**config.mk**
```make
export PLATFORM = sky130hd
export DESIGN_NAME = uart_program_loader
export DESIGN_NICKNAME = d
export VERILOG_FILES = /design/src/rtl/uart_program_loader.sv
export SDC_FILE = /design/constraint.sdc
export NUM_CORES = 1
export LEC_CHECK = 0
export ABC_AREA = 0
export ABC_CLOCK_PERIOD_IN_PS = 6150
export BUFFER_PORTS_ARGS = -buffer_cell sky130_fd_sc_hd__buf_2
export CORE_UTILIZATION = 45
export CTS_CLUSTER_DIAMETER = 50
export DETAILED_ROUTE_END_ITERATION = 12
export PLACE_DENSITY = 0.66
export SLEW_MARGIN = 20
export SYNTH_ARGS = -nofsm -noshare
export SYNTH_HDL_FRONTEND = slang
export SYNTH_SLANG_ARGS = --single-unit
```
**constraint.sdc**
```tcl
create_clock -name CLK -period 6.15 [get_ports CLK]
set_input_delay 0.9225 -clock CLK [delete_from_list [all_inputs] [get_ports CLK]]
set_output_delay 0.9225 -clock CLK [all_outputs]
set_load 0.05 [all_outputs]
```
**src/rtl/uart_program_loader.sv**
```systemverilog
// UART boot loader: receives an instruction image and a data image as 8N1 bytes,
// assembles big-endian words and emits one-cycle write strobes into IMEM/DMEM.
module uart_program_loader #(
  parameter int CLKS_PER_BIT = 868,
  parameter int IMEM_DEPTH   = 200,
  parameter int DMEM_DEPTH   = 200
) (
  input  logic        CLK,
  input  logic        RST,
  input  logic        RXD,
  output logic        IMEM_WE,
  output logic        DMEM_WE,
  output logic [31:0] WADDR,
  output logic [31:0] WDATA,
  output logic        BUSY,
  output logic        DONE,
  output logic        ERR
);

  localparam int            CW           = $clog2(CLKS_PER_BIT);
  localparam logic [CW-1:0] C_FULL       = CW'(CLKS_PER_BIT - 1);
  localparam logic [CW-1:0] C_HALF       = CW'(CLKS_PER_BIT / 2 - 1);
  localparam logic [31:0]   C_IMEM_DEPTH = 32'(IMEM_DEPTH);
  localparam logic [31:0]   C_DMEM_DEPTH = 32'(DMEM_DEPTH);

  typedef enum logic [1:0] {RX_IDLE, RX_START, RX_DATA, RX_STOP} rx_state_t;
  typedef enum logic [2:0] {
    LD_INST_LEN, LD_INST, LD_DATA_LEN, LD_DATA, LD_DONE, LD_DONE_ERR
  } ld_state_t;

  logic          r_rxd_meta;
  logic          r_rxd_sync;
  logic          r_rxd_prev;
  rx_state_t     r_rx_state;
  logic [CW-1:0] r_clk_cnt;
  logic [2:0]    r_bit_idx;
  logic [7:0]    r_shift;
  logic          r_byte_stb;
  logic          r_frame_err;

  ld_state_t     r_ld_state;
  logic [1:0]    r_byte_idx;
  logic [23:0]   r_word_buf;
  logic [31:0]   r_len;
  logic [31:0]   r_wcnt;
  logic          r_imem_we;
  logic          r_dmem_we;
  logic [31:0]   r_waddr;
  logic [31:0]   r_wdata;
  logic          r_busy;
  logic          r_done;
  logic          r_err;

  logic [31:0]   w_word;
  logic          w_loading;
  logic          w_rx_active;

  assign w_word      = {r_word_buf, r_shift};
  assign w_loading   = (r_ld_state != LD_DONE) && (r_ld_state != LD_DONE_ERR);
  assign w_rx_active = (r_rx_state == RX_DATA);

  // RXD is asynchronous; idle-high reset values avoid a false start edge.
  always_ff @(posedge CLK) begin
    if (RST) begin
      r_rxd_meta <= 1'b1;
      r_rxd_sync <= 1'b1;
      r_rxd_prev <= 1'b1;
    end else begin
      r_rxd_meta <= RXD;
      r_rxd_sync <= r_rxd_meta;
      r_rxd_prev <= r_rxd_sync;
    end
  end

  always_ff @(posedge CLK) begin
    if (RST) begin
      r_rx_state  <= RX_IDLE;
      r_clk_cnt   <= '0;
      r_bit_idx   <= '0;
      r_shift     <= '0;
      r_byte_stb  <= 1'b0;
      r_frame_err <= 1'b0;
    end else begin
      r_byte_stb  <= 1'b0;
      r_frame_err <= 1'b0;
      case (r_rx_state)
        RX_IDLE: begin
          if (r_rxd_prev && !r_rxd_sync) begin
            r_rx_state <= RX_START;
            r_clk_cnt  <= '0;
          end
        end
        RX_START: begin
          // Mid-start-bit recheck rejects short glitches.
          if (r_clk_cnt == C_HALF) begin
            r_clk_cnt  <= '0;
            r_bit_idx  <= '0;
            r_rx_state <= r_rxd_sync ? RX_IDLE : RX_DATA;
          end else begin
            r_clk_cnt <= r_clk_cnt + 1'b1;
          end
        end
        RX_DATA: begin
          if (r_clk_cnt == C_FULL) begin
            r_clk_cnt <= '0;
            r_shift   <= {r_rxd_sync, r_shift[7:1]};
            r_bit_idx <= r_bit_idx + 3'd1;
            if (r_bit_idx == 3'd7) r_rx_state <= RX_STOP;
          end else begin
            r_clk_cnt <= r_clk_cnt + 1'b1;
          end
        end
        RX_STOP: begin
          if (r_clk_cnt == C_FULL) begin
            r_clk_cnt   <= '0;
            r_byte_stb  <= r_rxd_sync;
            r_frame_err <= !r_rxd_sync;
            r_rx_state  <= RX_IDLE;
          end else begin
            r_clk_cnt <= r_clk_cnt + 1'b1;
          end
        end
        default: r_rx_state <= RX_IDLE;
      endcase
    end
  end

  always_ff @(posedge CLK) begin
    if (RST) begin
      r_ld_state <= LD_INST_LEN;
      r_byte_idx <= '0;
      r_word_buf <= '0;
      r_len      <= '0;
      r_wcnt     <= '0;
      r_imem_we  <= 1'b0;
      r_dmem_we  <= 1'b0;
      r_waddr    <= '0;
      r_wdata    <= '0;
      r_busy     <= 1'b0;
      r_done     <= 1'b0;
      r_err      <= 1'b0;
    end else begin
      r_imem_we <= 1'b0;
      r_dmem_we <= 1'b0;
      if (w_loading && w_rx_active) r_busy <= 1'b1;

      if (w_loading && r_frame_err) begin
        r_err      <= 1'b1;
        r_busy     <= 1'b0;
        r_ld_state <= LD_DONE_ERR;
      end else if (w_loading && r_byte_stb) begin
        r_word_buf <= {r_word_buf[15:0], r_shift};
        r_byte_idx <= r_byte_idx + 2'd1;
        if (r_byte_idx == 2'd3) begin
          case (r_ld_state)
            LD_INST_LEN: begin
              r_len  <= w_word;
              r_wcnt <= '0;
              if (w_word > C_IMEM_DEPTH) begin
                r_err      <= 1'b1;
                r_busy     <= 1'b0;
                r_ld_state <= LD_DONE_ERR;
              end else if (w_word == 32'd0) begin
                r_ld_state <= LD_DATA_LEN;
              end else begin
                r_ld_state <= LD_INST;
              end
            end
            LD_INST: begin
              r_imem_we <= 1'b1;
              r_waddr   <= r_wcnt;
              r_wdata   <= w_word;
              r_wcnt    <= r_wcnt + 32'd1;
              if (r_wcnt == r_len - 32'd1) r_ld_state <= LD_DATA_LEN;
            end
            LD_DATA_LEN: begin
              r_len  <= w_word;
              r_wcnt <= '0;
              if (w_word > C_DMEM_DEPTH) begin
                r_err      <= 1'b1;
                r_busy     <= 1'b0;
                r_ld_state <= LD_DONE_ERR;
              end else if (w_word == 32'd0) begin
                r_ld_state <= LD_DONE;
              end else begin
                r_ld_state <= LD_DATA;
              end
            end
            LD_DATA: begin
              r_dmem_we <= 1'b1;
              r_waddr   <= r_wcnt;
              r_wdata   <= w_word;
              r_wcnt    <= r_wcnt + 32'd1;
              if (r_wcnt == r_len - 32'd1) r_ld_state <= LD_DONE;
            end
            default: r_ld_state <= r_ld_state;
          endcase
        end
      end

      // DONE trails the state change by a cycle so it follows the last strobe.
      if (r_ld_state == LD_DONE) begin
        r_done <= 1'b1;
        r_busy <= 1'b0;
      end
    end
  end

  assign IMEM_WE = r_imem_we;
  assign DMEM_WE = r_dmem_we;
  assign WADDR   = r_waddr;
  assign WDATA   = r_wdata;
  assign BUSY    = r_busy;
  assign DONE    = r_done;
  assign ERR     = r_err;

endmodule

```
==> results of run 1 <==
Yosys cell counts (4+ instances only):
cell	n	area, um^2
clkbuf_1	61	229
nor2b_1	8	50.1
a31oi_1	5	31.3
mux2i_1	6	60.1
nand2b_1	8	50.1
and3_1	9	56.3
nand3_1	21	105
a21oi_1	150	751
nor4_1	24	150
o211ai_1	4	30.0
xnor2_1	36	315
or2_2	4	25.0
o31ai_1	4	30.0
nor3b_1	5	37.5
xor2_1	30	263
nand3b_1	5	37.5
inv_1	12	45.0
or3_1	10	62.6
o311ai_0	4	35.0
and2_1	5	31.3
nor3_1	18	90.1
or4_1	6	45.0
o21ai_0	16	80.1
nand4_1	16	100
nor2_1	80	300
ha_1	7	87.6
nand2_1	287	1080
dfxtp_1	190	3800
layer usage:
metal / GRT usage (%) / wire [um] / vias to the layer above
met1: 29.9 / 9920 / 3398
met2: 31.0 / 8540 / 144
met5: 0 / 0 / -
met4: 6.37 / 244 / 0
li1: - / - / 3759
met3: 4.34 / 795 / 17
cells by family (layout without fill, tap and decap cells):
kind of cell	count (synthesis)	after routing
xor+xnor	66	66
buf+inv	77	121
simple gates	524	524
mux	7	7
fa+ha+maj	7	7
compound gates	213	213
flops	190	190
power groups by stage:
stage	sequential, W	clock, W	combinational (W)
after detailed placement	0.00126	0	0.0000381
after CTS	0.00123	0.00112	0.0000383
after global placement	0.00126	0	0.0000381
final	0.00123	0.00110	0.0000383
after global routing	0.00123	0.00117	0.0000425
after floorplan	0.00126	0	0.0000313
worst max-delay path by stage:
stage	slack, ns	to	start	depth (start not counted)
after global placement	2.97	r_ld_state[1]	r_len[0]	10
after global routing	2.63	r_ld_state[1]	r_len[0]	10
after detailed placement	2.88	r_ld_state[1]	r_len[0]	10
final	2.82	r_ld_state[1]	r_len[0]	10
after floorplan	3.13	r_ld_state[1]	r_len[0]	11
after CTS	2.88	r_ld_state[1]	r_len[0]	10
area by class of cell:
class	count	area, um^2
clock inverter	14	153
inverter	12	45.0
multi-input combinational	817	4390
fill	1763	8690
tap	229	287
timing repair buffer	77	403
sequential	190	3800
clock buffer	18	439
worst max-delay path, cell delays in order (launching register included):
cell and delay (ns):
dfxtp_1 0.40, inv_1 0.09, ha_1 0.23, nor3b_2 0.45, nand4_2 0.19, or3_1 0.41, o31ai_1 0.24, or4b_1 0.45
a211o_1 0.32, a2111oi_2 0.31, o22ai_1 0.11
metrics by stage:
stage	worst slack (ns)	hold WS (ns)	std cells	util (%)
after floorplan	3.13	0.389	1084	-
after CTS	2.88	0.412	1357	52.3
after global routing	2.63	0.422	1357	52.3
after global placement	2.97	0.391	1325	49.0
after detailed placement	2.88	0.394	1325	49.0
final	2.82	0.409	1357	52.3
registers in the layout, summed over array words and instances, names as in the netlist, 2 cells and up, named ones only:
register	cells
WADDR	32
WDATA	32
r_len	32
r_wcnt	32
r_word_buf	24
r_clk_cnt	10
r_shift	8
r_bit_idx	3
r_ld_state	3
r_byte_idx	2
==> impl_metrics.json, run 1 <==
{
  "synthMuxAreaShare_pct": 0.841,
  "internal_power_w": 0.00182,
  "synthArstFlopShare_pct": 0,
  "clk_latency_ns": 0.44,
  "clkTransAtPathRegs_ns": 0.07,
  "grt_antenna_before_repair": 0,
  "hold_viol": 0,
  "holdBufCountCts": 0,
  "root_buffer": "clkbuf_16",
  "power.leakage_nw": 3.51,
  "dr.pass1.iters": 5,
  "status": "finished clean",
  "setup_viol": 0,
  "io_pins": 72,
  "switching_share_pct": 23.0,
  "nNetsFinal": 1125,
  "layout-drive-gt1-share_pct": 11.3,
  "crit_arrival_ns": 3.65,
  "cts_resized": 0,
  "ys_warn_count": 0,
  "setup_tns_ns": 0,
  "clk_path_buf_depth": 2,
  "grt_max_degree": 91,
  "numClockSinks": 190,
  "min_from": "r_rxd_meta",
  "drv_slew": 0,
  "critPathLaunchType": "flop",
  "total_power_w": 0.00237,
  "cts_tree": "done",
  "layout_commonest_cell": "nand2_1",
  "synth_edf_count": 0,
  "maxSlewHeadroom_pct": 32.4,
  "first_global_vias": 6492,
  "netlist_instances": 1084,
  "rsz0062_at_grt": "no",
  "worstRegToRegCells": 10,
  "synth-seq-cells": 190,
  "seqPwrFrac_pct": 52.1,
  "grtUsageTotal_pct": 20.8,
  "rows": 49,
  "cap_violations": 0,
  "dp_hpwl_um": 13200,
  "fmax_mhz": 300,
  "r2r_setup_slack_ns": 2.82,
  "r2r-start": "r_len[0]",
  "via_count": 7318,
  "synth_area_mm2": 0.00848,
  "core_area_mm2": 0.0182,
  "synth_top_family_by_area": "simple AND/OR/NAND/NOR gates",
  "avgSynthCellArea_um2": 7.82,
  "yosysSeqAreaShare_pct": 44.8,
  "synth_ff_type": "dfxtp_1",
  "vias_per_cell": 5.39,
  "cp.required_ns": 6.47,
  "grt-ovfl-total": 0,
  "dpl-instance-area_mm2": 0.00892,
  "die_area_mm2": 0.0194,
  "wl_um": 19500,
  "h-tree-depth": 4,
  "synth_fp_nets": 1094,
  "detail-route-antenna-nets": 0,
  "gp_congestion": 0.928,
  "port_buffers": 71,
  "initialDrtViolationCount": 494,
  "final_cell_mix": "286 x nand2_1, 190 x dfxtp_1, 150 x a21oi_1",
  "skew_ns": 0.00852,
  "grt_pass1_wl_um": 33100,
  "worst_pin_slew_ns": 1.01,
  "wl_per_cell_um": 14.4,
  "synth_fa_ha_area_share_pct": 1.03,
  "ys_types": 62,
  "hold-path-cell-count": 1,
  "cts_made_buffers": 17,
  "end_kind": "flop",
  "power_density_mw_per_mm2": 249,
  "whs_endpoint": "r_rxd_sync",
  "holdCritPathClass": "flop to flop",
  "vdd_drop_max_mv": 0.264,
  "initial_utilization_pct": 46.6,
  "combPwrFrac_pct": 1.6,
  "critPathMaxFanout": 8,
  "die_h_um": 139,
  "die_x_um": 139,
  "period_needed_ns": 3.33,
  "p_switching_w": 0.000545,
  "yosys.area_share.simple_pct": 28.6,
  "syn_to_final_growth_pct": 12.3,
  "synth_xor_area_share_pct": 6.82,
  "final_area_mm2": 0.00952,
  "post_cts_buffers": 0,
  "drc": 0,
  "p_clk_share_pct": 46.3,
  "r2r_end": "r_ld_state[1]",
  "path_class": "flop to flop",
  "antennaDiodeCount": 0,
  "period_share_pct": 54.1,
  "synth_compound_area_share_pct": 14.2
}
Power figures use the tool's default switching activity.
==> run 2, diff against run 1 <==
- ABC_CLOCK_PERIOD_IN_PS: 6150 -> 2800
- PLACE_DENSITY: 0.66 -> 0.68
- clock period: 6.15 -> 2.8 ns (I/O delays scaled with it)
==> run 2 against run 1 <==
- via count up 3.1%
- clock-buffer cell count up 2
- register-to-register slack lost 2.9 ns
- non-clock buffer count is 46 higher
- cell count rose by 3.4%
- final area is 4.9% higher
- first-iteration DRC count increased by 4.3%
- sequential cell count did not move
- worst hold slack lost 0.25 ns
- maximum frequency is 17% higher
- sequential share of layout area shrank 1.8 points
- wire length grew 3.9%
- critical path type unchanged
- the run now ends with setup timing left
==> impl_metrics.json, run 2 (same netlist as run 1, synthesis figures left out) <==
{
  "skew_ns": 0.00881,
  "die_area_mm2": 0.0194,
  "grt_antenna_before_repair": 0,
  "vias_per_cell": 5.38,
  "period_share_pct": 102,
  "whs_endpoint": "r_rxd_meta",
  "final_area_mm2": 0.00999,
  "fmax_mhz": 352,
  "io_pins": 72,
  "r2r_setup_slack_ns": -0.04,
  "port_buffers": 71,
  "dp_hpwl_um": 14000,
  "path_class": "flop to flop",
  "wl_um": 20300,
  "detail-route-antenna-nets": 0,
  "clkTransAtPathRegs_ns": 0.07,
  "initialDrtViolationCount": 515,
  "gp_congestion": 0.925,
  "drc": 0,
  "critPathLaunchType": "flop",
  "first_global_vias": 6812,
  "nNetsFinal": 1171,
  "initial_utilization_pct": 46.6,
  "worst_pin_slew_ns": 0.685,
  "min_from": "RXD",
  "layout_commonest_cell": "nand2_1",
  "status": "finished with violations",
  "power_density_mw_per_mm2": 548,
  "holdBufCountCts": 0,
  "rsz0062_at_grt": "yes",
  "clk_path_buf_depth": 2,
  "cap_violations": 0,
  "grt_pass1_wl_um": 33800,
  "violations": "setup timing",
  "numClockSinks": 190,
  "grt_max_degree": 124,
  "root_buffer": "clkbuf_16",
  "period_needed_ns": 2.84,
  "h-tree-depth": 4,
  "drv_slew": 0,
  "grtUsageTotal_pct": 21.3,
  "crit_arrival_ns": 3.15,
  "rows": 49,
  "dpl-instance-area_mm2": 0.00926,
  "critPathMaxFanout": 6,
  "r2r_end": "r_ld_state[0]",
  "cts_made_buffers": 17,
  "holdCritPathClass": "input port to flop",
  "cts_tree": "done",
  "core_area_mm2": 0.0182,
  "layout-drive-gt1-share_pct": 15.2,
  "clk_latency_ns": 0.44,
  "setup_viol": 2,
  "final_cell_mix": "286 x nand2_1, 188 x dfxtp_1, 150 x a21oi_1",
  "antennaDiodeCount": 0,
  "dr.pass1.iters": 4,
  "syn_to_final_growth_pct": 17.8,
  "via_count": 7542,
  "wl_per_cell_um": 14.4,
  "vdd_drop_max_mv": 0.402,
  "maxSlewHeadroom_pct": 53.9,
  "end_kind": "flop",
  "power.leakage_nw": 3.80,
  "r2r-start": "r_len[21]",
  "finalWorstSetupSlack_ns": -0.0438,
  "hold_viol": 0,
  "hold-path-cell-count": 2,
  "grt-ovfl-total": 0,
  "worstRegToRegCells": 8,
  "fin_util_pct": 54.9,
  "die_x_um": 139,
  "cp.required_ns": 3.10,
  "die_h_um": 139
}
-- run 2: cell count changes in the layout (fill, tap and decap cells not counted), sizes merged --
| cell | before | now |
|---|---|---|
| clkinv | 4 | 2 |
| bufinv | 1 | 5 |
| clkbuf | 18 | 20 |
| clkinvlp | 4 | 1 |
| inv | 17 | 16 |
| buf | 77 | 123 |
-- run 2: critical path, cell delays in order, from the launching register on --
cell       delay [ns]
dfxtp_1          0.37
or4_1            0.57
nor3_1           0.23
xnor2_1          0.13
a2111oi_0        0.49
nand3_1          0.20
a211o_1          0.38
o31ai_1          0.24
a31oi_1          0.11
-- run 2: area by class of cell --
type	count	area (um^2)
clock buffer	20	447
clock inverter	12	206
fill	1706	8220
inverter	12	45.0
multi-input combinational	817	4430
sequential	190	3810
tap	229	287
timing repair buffer	123	764
-- run 2: worst max path at each step --
| stage | depth (start not counted) | endpoint | slack [ns] | startpoint |
|---|---|---|---|---|
| after global placement | 9 | r_ld_state[0] | 0.04 | r_len[1] |
| after detailed placement | 9 | r_ld_state[0] | -0.02 | r_len[1] |
| after global routing | 8 | r_ld_state[1] | -0.23 | r_len[21] |
| final | 8 | r_ld_state[0] | -0.04 | r_len[21] |
| after CTS | 10 | r_ld_state[0] | 0.006 | r_len[1] |
| after floorplan | 9 | r_ld_state[0] | 0.02 | r_len[5] |
-- run 2: through the flow --
stage / std cells / setup WS (ns) / hold slack [ns] / power (W) / TNS (ns)
final: 1403 / -0.0438 / 0.159 / 0.00547 / -0.0664
after global routing: 1403 / -0.229 / 0.145 / 0.00563 / -0.607
after CTS: 1400 / 0.00621 / 0.150 / 0.00550 / 0
after detailed placement: 1365 / -0.0186 / 0.403 / 0.00286 / -0.0256
after global placement: 1365 / 0.0376 / 0.393 / 0.00286 / 0
after floorplan: 1084 / 0.0189 / 0.389 / 0.00284 / 0
-- run 2: repair_timing --
| item | 4_1_cts | 5_1_grt |
|---|---|---|
| buffers inserted | 3 | 3 |
| pin swaps | 10 | 3 |
| hold endpoints to repair | 0 | 0 |
| setup endpoints to repair | 2 | 3 |
| resized for setup | 5 | 3 |
-- run 2: metal layers --
| layer | vias up | global-route usage (%) | share of wire [%] | routed length (um) |
|---|---|---|---|---|
| li1 | 3847 | - | - | - |
| met1 | 3519 | 30.3 | 50 | 10200 |
| met2 | 151 | 32.1 | 44 | 8980 |
| met3 | 25 | 3.61 | 3.8 | 764 |
| met4 | 0 | 7.95 | 1.6 | 334 |
| met5 | - | 0 | 0 | 0 |
-- run 2: where the power goes --
part	total, W	internal, W	switching (W)
sequential	0.00271	0.00271	0.00000598
combinational	0.0000867	0.0000209	0.0000659
clock	0.00267	0.00162	0.00105
total	0.00547	0.00435	0.00112
==> run 3, diff against run 2 <==
- CORE_ASPECT_RATIO: default -> 1.75
==> run 3 against run 2 <==
- the flow still finishes with violations (setup timing)
- wire length is 3.4% higher
- first-iteration DRC count shrank 45%
- worst hold slack got worse by 0.0073 ns
- maximum frequency is 1.0% higher
- global-route usage increased by 1.4 points
- power decreased by 3.1%
- clock-buffer cell count shrank 3
- sequential share of layout area fell by 0.74 points
- die area is 0.11% higher
- worst setup slack gained 0.028 ns
- largest cell class unchanged
==> impl_metrics.json, run 3 (same netlist as run 1, synthesis figures left out) <==
{
  "crit_chain": "inv_2 > ha_4 > nor3b_4 > buf_6 > nand4_4 > or3_1 > o31ai_1 > or4b_4 > a211o_4 > o31ai_4 > a31oi_1",
  "end_kind": "flop",
  "clk_path_buf_depth": 2,
  "holdWs_ns": 0.152,
  "crit_buf_inv": 2,
  "die_h_um": 184,
  "violations": "setup timing",
  "grt_max_degree": 112,
  "wl_met1_um": 8740,
  "crit_family": "simple AND/OR/NAND/NOR gates",
  "detail-route-antenna-nets": 0,
  "grt_pass1_wl_um": 35200,
  "wl_um": 21000,
  "dr.pass1.iters": 5,
  "worst_pin_slew_ns": 0.695,
  "holdCritPathClass": "input port to flop",
  "stdcell_count": 1431,
  "fin_util_pct": 55.0,
  "core_area_mm2": 0.0185,
  "drc": 0,
  "nNetsFinal": 1190,
  "crit_arrival_ns": 3.13,
  "finalWorstSetupSlack_ns": -0.0158,
  "highest_layer": "met4",
  "grt_antenna_before_repair": 0,
  "dp_hpwl_um": 14800,
  "place_inst": 1393,
  "cts_made_buffers": 17,
  "status": "finished with violations",
  "dpl-instance-area_mm2": 0.00942,
  "maxSlewHeadroom_pct": 53.2,
  "final_cell_mix": "286 x nand2_1, 189 x dfxtp_1, 150 x a21oi_1",
  "gp_congestion": 0.957,
  "numClockSinks": 190,
  "cts_tree": "done",
  "critPathMaxFanout": 3,
  "first_global_vias": 7286,
  "grt-ovfl-total": 0,
  "layout_commonest_cell": "nand2_1",
  "wl_met2_um": 10800,
  "wl_per_cell_um": 14.6,
  "power_density_mw_per_mm2": 521,
  "power.leakage_nw": 3.90,
  "final_area_mm2": 0.0102,
  "setup_viol": 1,
  "port_buffers": 71,
  "max_stage_delay_ns": 0.48,
  "initialDrtViolationCount": 284,
  "rsz0062_at_grt": "yes",
  "period_share_pct": 101,
  "grtUsageTotal_pct": 22.6,
  "die_x_um": 106,
  "antennaDiodeCount": 0,
  "critPathLaunchType": "flop",
  "skew_ns": 0.00850,
  "critical-path-slowest-cell": "or4b_4",
  "hold_viol": 0,
  "fmax_mhz": 355,
  "min_from": "RXD",
  "period_needed_ns": 2.82,
  "vdd_drop_max_mv": 0.360,
  "cp.required_ns": 3.11,
  "clk_latency_ns": 0.45,
  "dr_wl_met3_um": 636,
  "r2r-start": "r_len[1]",
  "syn_to_final_growth_pct": 20.0,
  "clkTransAtPathRegs_ns": 0.07,
  "layout-drive-gt1-share_pct": 17.2,
  "drv_slew": 0,
  "via_count": 7587,
  "path_class": "flop to flop",
  "h-tree-depth": 4,
  "die_area_mm2": 0.0194,
  "vias_per_cell": 5.30,
  "cap_violations": 0,
  "io_pins": 72,
  "rows": 66,
  "initial_utilization_pct": 45.9,
  "cp-startpoint": "r_len[1]",
  "setup_tns_ns": -0.0158,
  "root_buffer": "clkbuf_16"
}
-- run 3: cell type report --
class / instances / area [um^2]
fillers: 1814 / 8320
multi-input cells: 817 / 4500
flip-flops and latches: 190 / 3800
repair buffers: 142 / 907
clock buffers: 17 / 425
well taps: 238 / 298
clock inverters: 15 / 200
inverters: 12 / 45.0
-- run 3: final timing paths --
check                                     end  slack, ns  cells past startpoint
worst max-delay path            r_ld_state[0]      -0.02                     11
worst min-delay path               r_rxd_meta       0.15                      2
worst max register to register  r_ld_state[0]      -0.02                     11
worst min register to register     r_rxd_sync       0.41                      1
-- run 3: per-stage QoR --
| step | worst slack (ns) | total power, W |
|---|---|---|
| floorplan | 0.0189 | 0.00284 |
| global placement | -0.143 | 0.00286 |
| detailed placement | -0.186 | 0.00286 |
| CTS | 0.0158 | 0.00536 |
| global route | -0.145 | 0.00548 |
| finish | -0.0158 | 0.00530 |
-- run 3: repair_timing --
action / 4_1_cts / 5_1_grt
buffers inserted: 6 / 0
hold buffers: 0 / 0
pin swaps: 4 / 2
endpoints found under the setup margin: 3 / 3
gates resized for setup: 9 / 7
-- run 3: report_power, final --
part	internal, W	switching, W
sequential	0.00270	0.00000625
clock	0.00130	0.00120
combinational	0.0000225	0.0000671
-- run 3: per-layer routing --
metal / vias to the layer above / GRT usage, %
met4: 0 / 12.2
met5: - / 0
met1: 3523 / 25.7
li1: 3881 / -
met3: 49 / 3.62
met2: 134 / 40.2
